**src/rtl/z16_fetch_pkg.sv**
```systemverilog
// Shared types and derived-constant helpers for the Z16 instruction fetch unit.
package z16_fetch_pkg;

  localparam int unsigned DEF_ADDR_W  = 16;
  localparam int unsigned DEF_INSTR_W = 16;
  localparam int unsigned DEF_DEPTH   = 4;

  typedef enum logic [1:0] {
    IDLE = 2'd0,
    REQ  = 2'd1,
    WAIT = 2'd2
  } fetch_state_e;

  // Bytes per instruction, i.e. the PC increment.
  function automatic int unsigned pc_step(input int unsigned instr_w);
    return instr_w / 8;
  endfunction

  // Number of always-zero low PC bits.
  function automatic int unsigned align_bits(input int unsigned instr_w);
    return $clog2(instr_w / 8);
  endfunction

  // Queue pointer width.
  function automatic int unsigned ptr_w(input int unsigned depth);
    return $clog2(depth);
  endfunction

endpackage

```
**src/rtl/z16_fetch_queue.sv**
```systemverilog
// Prefetch queue: circular buffer of {pc, instr} with flush, registered head.
module z16_fetch_queue
  import z16_fetch_pkg::*;
#(
  parameter int unsigned ADDR_W  = DEF_ADDR_W,
  parameter int unsigned INSTR_W = DEF_INSTR_W,
  parameter int unsigned DEPTH   = DEF_DEPTH
) (
  input  logic                     i_clk,
  input  logic                     i_rst_n,
  input  logic                     i_flush,
  input  logic                     i_push,
  input  logic [ADDR_W-1:0]        i_push_pc,
  input  logic [INSTR_W-1:0]       i_push_instr,
  input  logic                     i_pop,
  output logic                     o_valid,
  output logic [ADDR_W-1:0]        o_head_pc,
  output logic [INSTR_W-1:0]       o_head_instr,
  output logic [$clog2(DEPTH):0]   o_count
);

  localparam int unsigned PTR_W = ptr_w(DEPTH);
  localparam int unsigned CNT_W = PTR_W + 1;
  localparam logic [CNT_W-1:0] DEPTH_C = CNT_W'(DEPTH);

  logic [ADDR_W-1:0]  r_pc_mem    [DEPTH];
  logic [INSTR_W-1:0] r_instr_mem [DEPTH];
  logic [PTR_W-1:0]   r_wr_ptr;
  logic [PTR_W-1:0]   r_rd_ptr;
  logic [CNT_W-1:0]   r_count;
  logic               w_do_pop;
  logic               w_do_push;

  // Qualify push/pop: pop of an empty queue is ignored, push only with space.
  always_comb begin
    w_do_pop  = i_pop && (r_count != '0);
    w_do_push = i_push && ((r_count != DEPTH_C) || w_do_pop);
  end

  // Pointer and occupancy bookkeeping; flush wins over push/pop.
  always_ff @(posedge i_clk or negedge i_rst_n) begin
    if (!i_rst_n) begin
      r_wr_ptr <= '0;
      r_rd_ptr <= '0;
      r_count  <= '0;
    end else if (i_flush) begin
      r_wr_ptr <= '0;
      r_rd_ptr <= '0;
      r_count  <= '0;
    end else begin
      if (w_do_push) r_wr_ptr <= r_wr_ptr + PTR_W'(1);
      if (w_do_pop)  r_rd_ptr <= r_rd_ptr + PTR_W'(1);
      r_count <= r_count + CNT_W'(w_do_push) - CNT_W'(w_do_pop);
    end
  end

  // Entry storage; cleared on reset so the head outputs read zero.
  always_ff @(posedge i_clk or negedge i_rst_n) begin
    if (!i_rst_n) begin
      for (int unsigned i = 0; i < DEPTH; i++) begin
        r_pc_mem[i]    <= '0;
        r_instr_mem[i] <= '0;
      end
    end else if (w_do_push && !i_flush) begin
      r_pc_mem[r_wr_ptr]    <= i_push_pc;
      r_instr_mem[r_wr_ptr] <= i_push_instr;
    end
  end

  assign o_valid      = (r_count != '0);
  assign o_head_pc    = r_pc_mem[r_rd_ptr];
  assign o_head_instr = r_instr_mem[r_rd_ptr];
  assign o_count      = r_count;

endmodule

```
**src/rtl/z16_fetch_unit.sv**
```systemverilog
// Z16 fetch front end: handshaked imem port, prefetch queue, redirect/squash.
module z16_fetch_unit
  import z16_fetch_pkg::*;
#(
  parameter int unsigned       ADDR_W   = DEF_ADDR_W,
  parameter int unsigned       INSTR_W  = DEF_INSTR_W,
  parameter int unsigned       DEPTH    = DEF_DEPTH,
  parameter logic [ADDR_W-1:0] RESET_PC = '0
) (
  input  logic                   i_clk,
  input  logic                   i_rst_n,
  output logic                   o_imem_req,
  output logic [ADDR_W-1:0]      o_imem_addr,
  input  logic                   i_imem_gnt,
  input  logic                   i_imem_rvalid,
  input  logic [INSTR_W-1:0]     i_imem_rdata,
  input  logic                   i_redirect,
  input  logic [ADDR_W-1:0]      i_redirect_pc,
  output logic                   o_instr_valid,
  output logic [INSTR_W-1:0]     o_instr,
  output logic [ADDR_W-1:0]      o_instr_pc,
  input  logic                   i_instr_ready,
  output logic [$clog2(DEPTH):0] o_count
);

  localparam int unsigned PC_STEP    = pc_step(INSTR_W);
  localparam int unsigned ALIGN_BITS = align_bits(INSTR_W);
  localparam int unsigned PTR_W      = ptr_w(DEPTH);
  localparam int unsigned CNT_W      = PTR_W + 1;
  localparam logic [CNT_W-1:0]  DEPTH_C    = CNT_W'(DEPTH);
  localparam logic [ADDR_W-1:0] ALIGN_MASK = ~((ADDR_W'(1) << ALIGN_BITS) - ADDR_W'(1));

  fetch_state_e       r_state, w_state_nxt;
  logic [ADDR_W-1:0]  r_fetch_pc, w_fetch_pc_nxt;
  logic [ADDR_W-1:0]  r_req_pc, w_req_pc_nxt;
  logic               r_squash, w_squash_nxt;
  logic               r_imem_req;
  logic               r_armed;
  logic               w_push;
  logic               w_pop;
  logic               w_head_valid;
  logic [CNT_W-1:0]   w_count;
  logic [CNT_W-1:0]   w_cnt_after;

  // Next-state, PC, squash and queue control.
  always_comb begin
    w_state_nxt    = r_state;
    w_fetch_pc_nxt = r_fetch_pc;
    w_req_pc_nxt   = r_req_pc;
    w_squash_nxt   = r_squash;
    w_push         = 1'b0;
    w_pop          = i_instr_ready && w_head_valid && !i_redirect;
    w_cnt_after    = w_count;

    case (r_state)
      IDLE: begin
        if (!i_redirect && (w_count < DEPTH_C)) w_state_nxt = REQ;
      end
      REQ: begin
        if (i_imem_gnt) begin
          // A grant coincident with a redirect is still outstanding: squash it.
          w_req_pc_nxt   = r_fetch_pc;
          w_fetch_pc_nxt = r_fetch_pc + ADDR_W'(PC_STEP);
          w_state_nxt    = WAIT;
          if (i_redirect) w_squash_nxt = 1'b1;
        end else if (i_redirect) begin
          w_state_nxt = IDLE;
        end
      end
      WAIT: begin
        if (i_imem_rvalid) begin
          w_squash_nxt = 1'b0;
          if (i_redirect) begin
            w_state_nxt = REQ;
          end else begin
            w_push      = !r_squash;
            w_cnt_after = w_count + CNT_W'(!r_squash) - CNT_W'(w_pop);
            w_state_nxt = (w_cnt_after < DEPTH_C) ? REQ : IDLE;
          end
        end else if (i_redirect) begin
          w_squash_nxt = 1'b1;
        end
      end
      default: w_state_nxt = IDLE;
    endcase

    if (i_redirect) w_fetch_pc_nxt = i_redirect_pc & ALIGN_MASK;
  end

  // State, PC and request registers.
  always_ff @(posedge i_clk or negedge i_rst_n) begin
    if (!i_rst_n) begin
      r_state    <= IDLE;
      r_fetch_pc <= RESET_PC;
      r_req_pc   <= RESET_PC;
      r_squash   <= 1'b0;
      r_imem_req <= 1'b0;
    end else begin
      r_state    <= w_state_nxt;
      r_fetch_pc <= w_fetch_pc_nxt;
      r_req_pc   <= w_req_pc_nxt;
      r_squash   <= w_squash_nxt;
      r_imem_req <= (w_state_nxt == REQ);
    end
  end

  // Responses before the first grant after reset may be stale; ignore them.
  always_ff @(posedge i_clk or negedge i_rst_n) begin
    if (!i_rst_n)                       r_armed <= 1'b0;
    else if (r_imem_req && i_imem_gnt)  r_armed <= 1'b1;
  end

  z16_fetch_queue #(
    .ADDR_W  (ADDR_W),
    .INSTR_W (INSTR_W),
    .DEPTH   (DEPTH)
  ) u_queue (
    .i_clk        (i_clk),
    .i_rst_n      (i_rst_n),
    .i_flush      (i_redirect),
    .i_push       (w_push),
    .i_push_pc    (r_req_pc),
    .i_push_instr (i_imem_rdata),
    .i_pop        (w_pop),
    .o_valid      (w_head_valid),
    .o_head_pc    (o_instr_pc),
    .o_head_instr (o_instr),
    .o_count      (w_count)
  );

  assign o_imem_req    = r_imem_req;
  assign o_imem_addr   = r_fetch_pc;
  assign o_instr_valid = w_head_valid;
  assign o_count       = w_count;

  // Address must hold while a request waits for grant.
  a_addr_stable: assert property (@(posedge i_clk) disable iff (!i_rst_n)
    (r_imem_req && !i_imem_gnt && !i_redirect) |=> $stable(r_fetch_pc));

  // Read data only arrives for the outstanding request.
  a_rvalid_in_wait: assert property (@(posedge i_clk) disable iff (!i_rst_n)
    (r_armed && i_imem_rvalid) |-> (r_state == WAIT));

endmodule

```
**config.mk**
```make
export PLATFORM = sky130hd
export DESIGN_NAME = z16_fetch_unit
export DESIGN_NICKNAME = d
export VERILOG_FILES = /design/src/rtl/z16_fetch_pkg.sv /design/src/rtl/z16_fetch_queue.sv /design/src/rtl/z16_fetch_unit.sv
export SDC_FILE = /design/constraint.sdc
export NUM_CORES = 1
export LEC_CHECK = 0
export ABC_AREA = 0
export CAP_MARGIN = 20
export CORE_UTILIZATION = 46
export DETAILED_ROUTE_END_ITERATION = 10
export DONT_BUFFER_PORTS = 1
export PLACE_DENSITY = 0.59
export SYNTH_ARGS = -nofsm -noshare
export SYNTH_HDL_FRONTEND = slang
export SYNTH_HIERARCHICAL = 1
export SYNTH_SLANG_ARGS = --single-unit
```
**constraint.sdc**
```tcl
create_clock -name i_clk -period 6.09 [get_ports i_clk]
set_clock_uncertainty 0.05 [all_clocks]
set_input_delay 1.218 -clock i_clk [delete_from_list [all_inputs] [get_ports i_clk]]
set_output_delay 1.218 -clock i_clk [all_outputs]
set_load 0.1 [all_outputs]
```
==> flow_metrics.env <==
export IMPL_antenna_left=0
export IMPL_place_ws_ns=1.868
export IMPL_final_common_cell="dfrtp_1"
export IMPL_synth_ff_type="dfrtp_1"
export IMPL_p_seq_share_pct=40.5
export IMPL_die_h_um=134.1
export IMPL_place_area_um2=8250
export IMPL_num_nets_final=589
export IMPL_drc=0
export IMPL_cap_violations=0
export IMPL_initial_utilization_pct=47.74
export IMPL_synthDistinctLibCells=46
export IMPL_drive_above_1_share_pct=38.81
export IMPL_grt_pass1_vias=4647
export IMPL_rr_startpoint="u_queue/o_count[1]"
export IMPL_finalInstanceArea_um2=8886
export IMPL_grtUsageTotal_pct=19.08
export IMPL_path_max_fanout=10
export IMPL_setup_slack_ns=1.876
export IMPL_hpwl_um=9721
export IMPL_ir_drop_v=0.0002339
export IMPL_r2r_end="u_queue/o_count[2]"
export IMPL_critPathCapture="u_queue/o_count[2]"
export IMPL_yosys_warnings=6
export IMPL_r2r_cells=13
export IMPL_cts_tree="done"
export IMPL_core_um2=16820
export IMPL_num_vias=4321
export IMPL_synth_edff_count=0
export IMPL_regToRegSetupSlack_ns=1.88
export IMPL_placementRows=47
export IMPL_final_cells=774
export IMPL_period_share_pct=69.19
export IMPL_period_needed_ns=4.214
export IMPL_routed_wl_um=16010
export IMPL_cts_root_buffer="clkbuf_16"
export IMPL_relSlewSlack_pct=25.63
export IMPL_startpoint="u_queue/o_count[1]"
export IMPL_dp_cells=742
export IMPL_critPathSlowestCell="or3_1"
export IMPL_drt_iter0_markers=177
export IMPL_via_per_inst=5.583
export IMPL_first_pass_iters=4
export IMPL_end_kind="flop"
export IMPL_die_x_um=134.1
export IMPL_finalSetupViolCount=0
export IMPL_rsz0062_at_grt="false"
export IMPL_critPathKind="reg2reg"
export IMPL_hold_violations=0
export IMPL_clock_sinks=169
export IMPL_intPower_w=0.002248
export IMPL_ys_seq_elements=169
export IMPL_power_share_clock_pct=30.6
export IMPL_synth_async_reset_ratio_pct=100.0
export IMPL_yosysSeqAreaShare_pct=52.67
export IMPL_ios=91
export IMPL_syn_cell_area_um2=8029
export IMPL_post_cts_setup_buffer_count=0
export IMPL_syn_area_per_cell_um2=14.90
export IMPL_crit_required_ns=6.38
export IMPL_swShare_pct=40.51
export IMPL_cts_repair_resized=0
export IMPL_setup_tns_ns=0
export IMPL_cts_path_max_buffers=2
export IMPL_clock_latency_ns=0.42
export IMPL_run_status="completed"
export IMPL_hold_buffers=0
export IMPL_grt_max_degree=170
export IMPL_die_area_um2=17990
export IMPL_drv_slew=0
export IMPL_cp_arrival_ns=4.50
export IMPL_grt_ovfl_total=0
export IMPL_clkTransAtPathRegs_ns=0.07
export IMPL_wl_per_cell_um=20.69
export IMPL_mostFrequentLayoutCells="dfrtp_1 (168), mux2_4 (90), nand2_1 (57), mux2_2 (37), mux4_2 (32)"
export IMPL_area_growth_pct=10.67
export IMPL_slowest_delay_ns=0.83
export IMPL_numCtsBuffers=17
export IMPL_crit_chain="buf_4 > or3_1 > and3_1 > nor4b_4 > nand2b_1 > ha_1 > inv_1 > ha_1 > inv_1 > fa_1 > xor2_1 > and2_1 > nor3_1"
export IMPL_antenna_found_initial=0
export IMPL_powerDensity_nw_per_um2=425.3
export IMPL_leakage_nw=4.088
export IMPL_pwr_share_comb_pct=28.9
export IMPL_fmax_mhz=237.3
export IMPL_antenna_cells=0
export IMPL_worst_hold_path_type="in2async"
export IMPL_finalWeightedCongestion=0.7764
export IMPL_p_sw_w=0.001531
export IMPL_cp_start_kind="flop"
export IMPL_grt_first_pass_wirelength_um=26240
export IMPL_synthCells=539
export IMPL_worst_slew_pin_slew_ns=1.116
export IMPL_htreeDepth=4
export IMPL_portBuffers=0
[state kept, by name, indices dropped and copies added, names as in the netlist]
register,count
u_queue/r_instr_mem,64
r_req_pc,15
o_imem_req,1
r_squash,1
u_queue/r_wr_ptr,2
r_state,2
u_queue/r_rd_ptr,2
u_queue/r_pc_mem,64
o_imem_addr,15
u_queue/o_count,3
[synth_stat cells (2+ instances only)]
master	n	share of area, %
mux2_4	90	17
xor2_1	5	0.55
a31oi_1	2	0.16
a21oi_1	2	0.12
xnor2_1	11	1.2
nor2_1	12	0.56
clkbuf_1	9	0.42
nand2_1	57	2.7
nor2b_1	2	0.16
mux2_2	37	5.2
nor3_1	7	0.44
inv_1	12	0.56
nand4_1	6	0.47
nand3_1	4	0.25
dfrtp_1	169	53
o21ai_0	13	0.81
mux2_1	2	0.28
buf_2	13	0.81
o21ai_1	4	0.25
nor4bb_1	4	0.50
mux2i_1	3	0.37
nor4_2	2	0.31
nand3b_1	2	0.19
ha_1	9	1.4
mux4_2	32	9.0
a31o_2	2	0.22
buf_6	9	1.3
[cells by family (layout without fill, tap and decap cells)]
| kind of cell | Yosys count | in the layout | synth area share (%) |
|---|---|---|---|
| other | 1 | 5 | 0.04671 |
| DFF | 169 | 169 | 52.67 |
| adders and majority gates | 10 | 10 | 1.652 |
| AOI/OAI and AO/OA | 28 | 28 | 2.073 |
| muxes | 164 | 164 | 31.65 |
| and+or+nand+nor | 106 | 106 | 6.966 |
| buffers and inverters | 45 | 56 | 3.195 |
| xor gates and xnor gates | 16 | 16 | 1.745 |
[final cells by class]
type / instances / area (µm²)
inverter: 12 / 45.04
fill: 1417 / 7933
sequential: 169 / 4230
clock inverter: 13 / 192.7
timing repair buffer: 12 / 90.09
tap: 220 / 275.3
multi-input combinational: 329 / 3610
clock buffer: 19 / 442.9
[how the worst min path moves through the flow]
stage,endpoint,cells past startpoint,slack [ns]
floorplan,u_queue/r_instr_mem[16],1,0.40
global placement,u_queue/r_instr_mem[16],1,0.42
detailed placement,u_queue/r_pc_mem[31],1,0.42
CTS,u_queue/r_pc_mem[32],0,0.42
global route,u_queue/r_pc_mem[33],0,0.42
finish,u_queue/r_pc_mem[32],0,0.44
[power groups by stage]
stage / clock network (W) / registers (W) / logic (W)
5_1_grt: 0.00123 / 0.00155 / 0.00113
4_1_cts: 0.00118 / 0.00153 / 0.00110
6_report: 0.00116 / 0.00153 / 0.00109
2_1_floorplan: 0 / 0.00150 / 0.00103
3_5_place_dp: 0 / 0.00155 / 0.00110
3_3_place_gp: 0 / 0.00153 / 0.00109
[critical path, delay by kind of cell (launching register included)]
family                   cells  cell delay [ns]
XOR/XNOR                     1             0.16
adder cells (fa/ha/maj)      3             0.75
buffers and inverters        3             0.37
flip-flops                   1             0.36
AND/OR/NAND/NOR              6             2.42
[stage by stage]
| stage | power (W) | util (%) | hold WS, ns |
|---|---|---|---|
| after floorplan | 0.002533 | - | 0.4024 |
| after global placement | 0.002623 | 49.06 | 0.4151 |
| after detailed placement | 0.002648 | 49.06 | 0.4232 |
| after CTS | 0.003814 | 52.83 | 0.4202 |
| after global routing | 0.003913 | 52.83 | 0.4173 |
| final | 0.003780 | 52.83 | 0.4375 |
[metal layers]
layer | wire length [µm] | global-route usage [%]
met4 | 146 | 4.931
met3 | 814 | 5.404
met1 | 7387 | 26.03
met2 | 7662 | 30.08
met5 | 0 | 0
No activity file was read; power rests on OpenSTA's default activity.
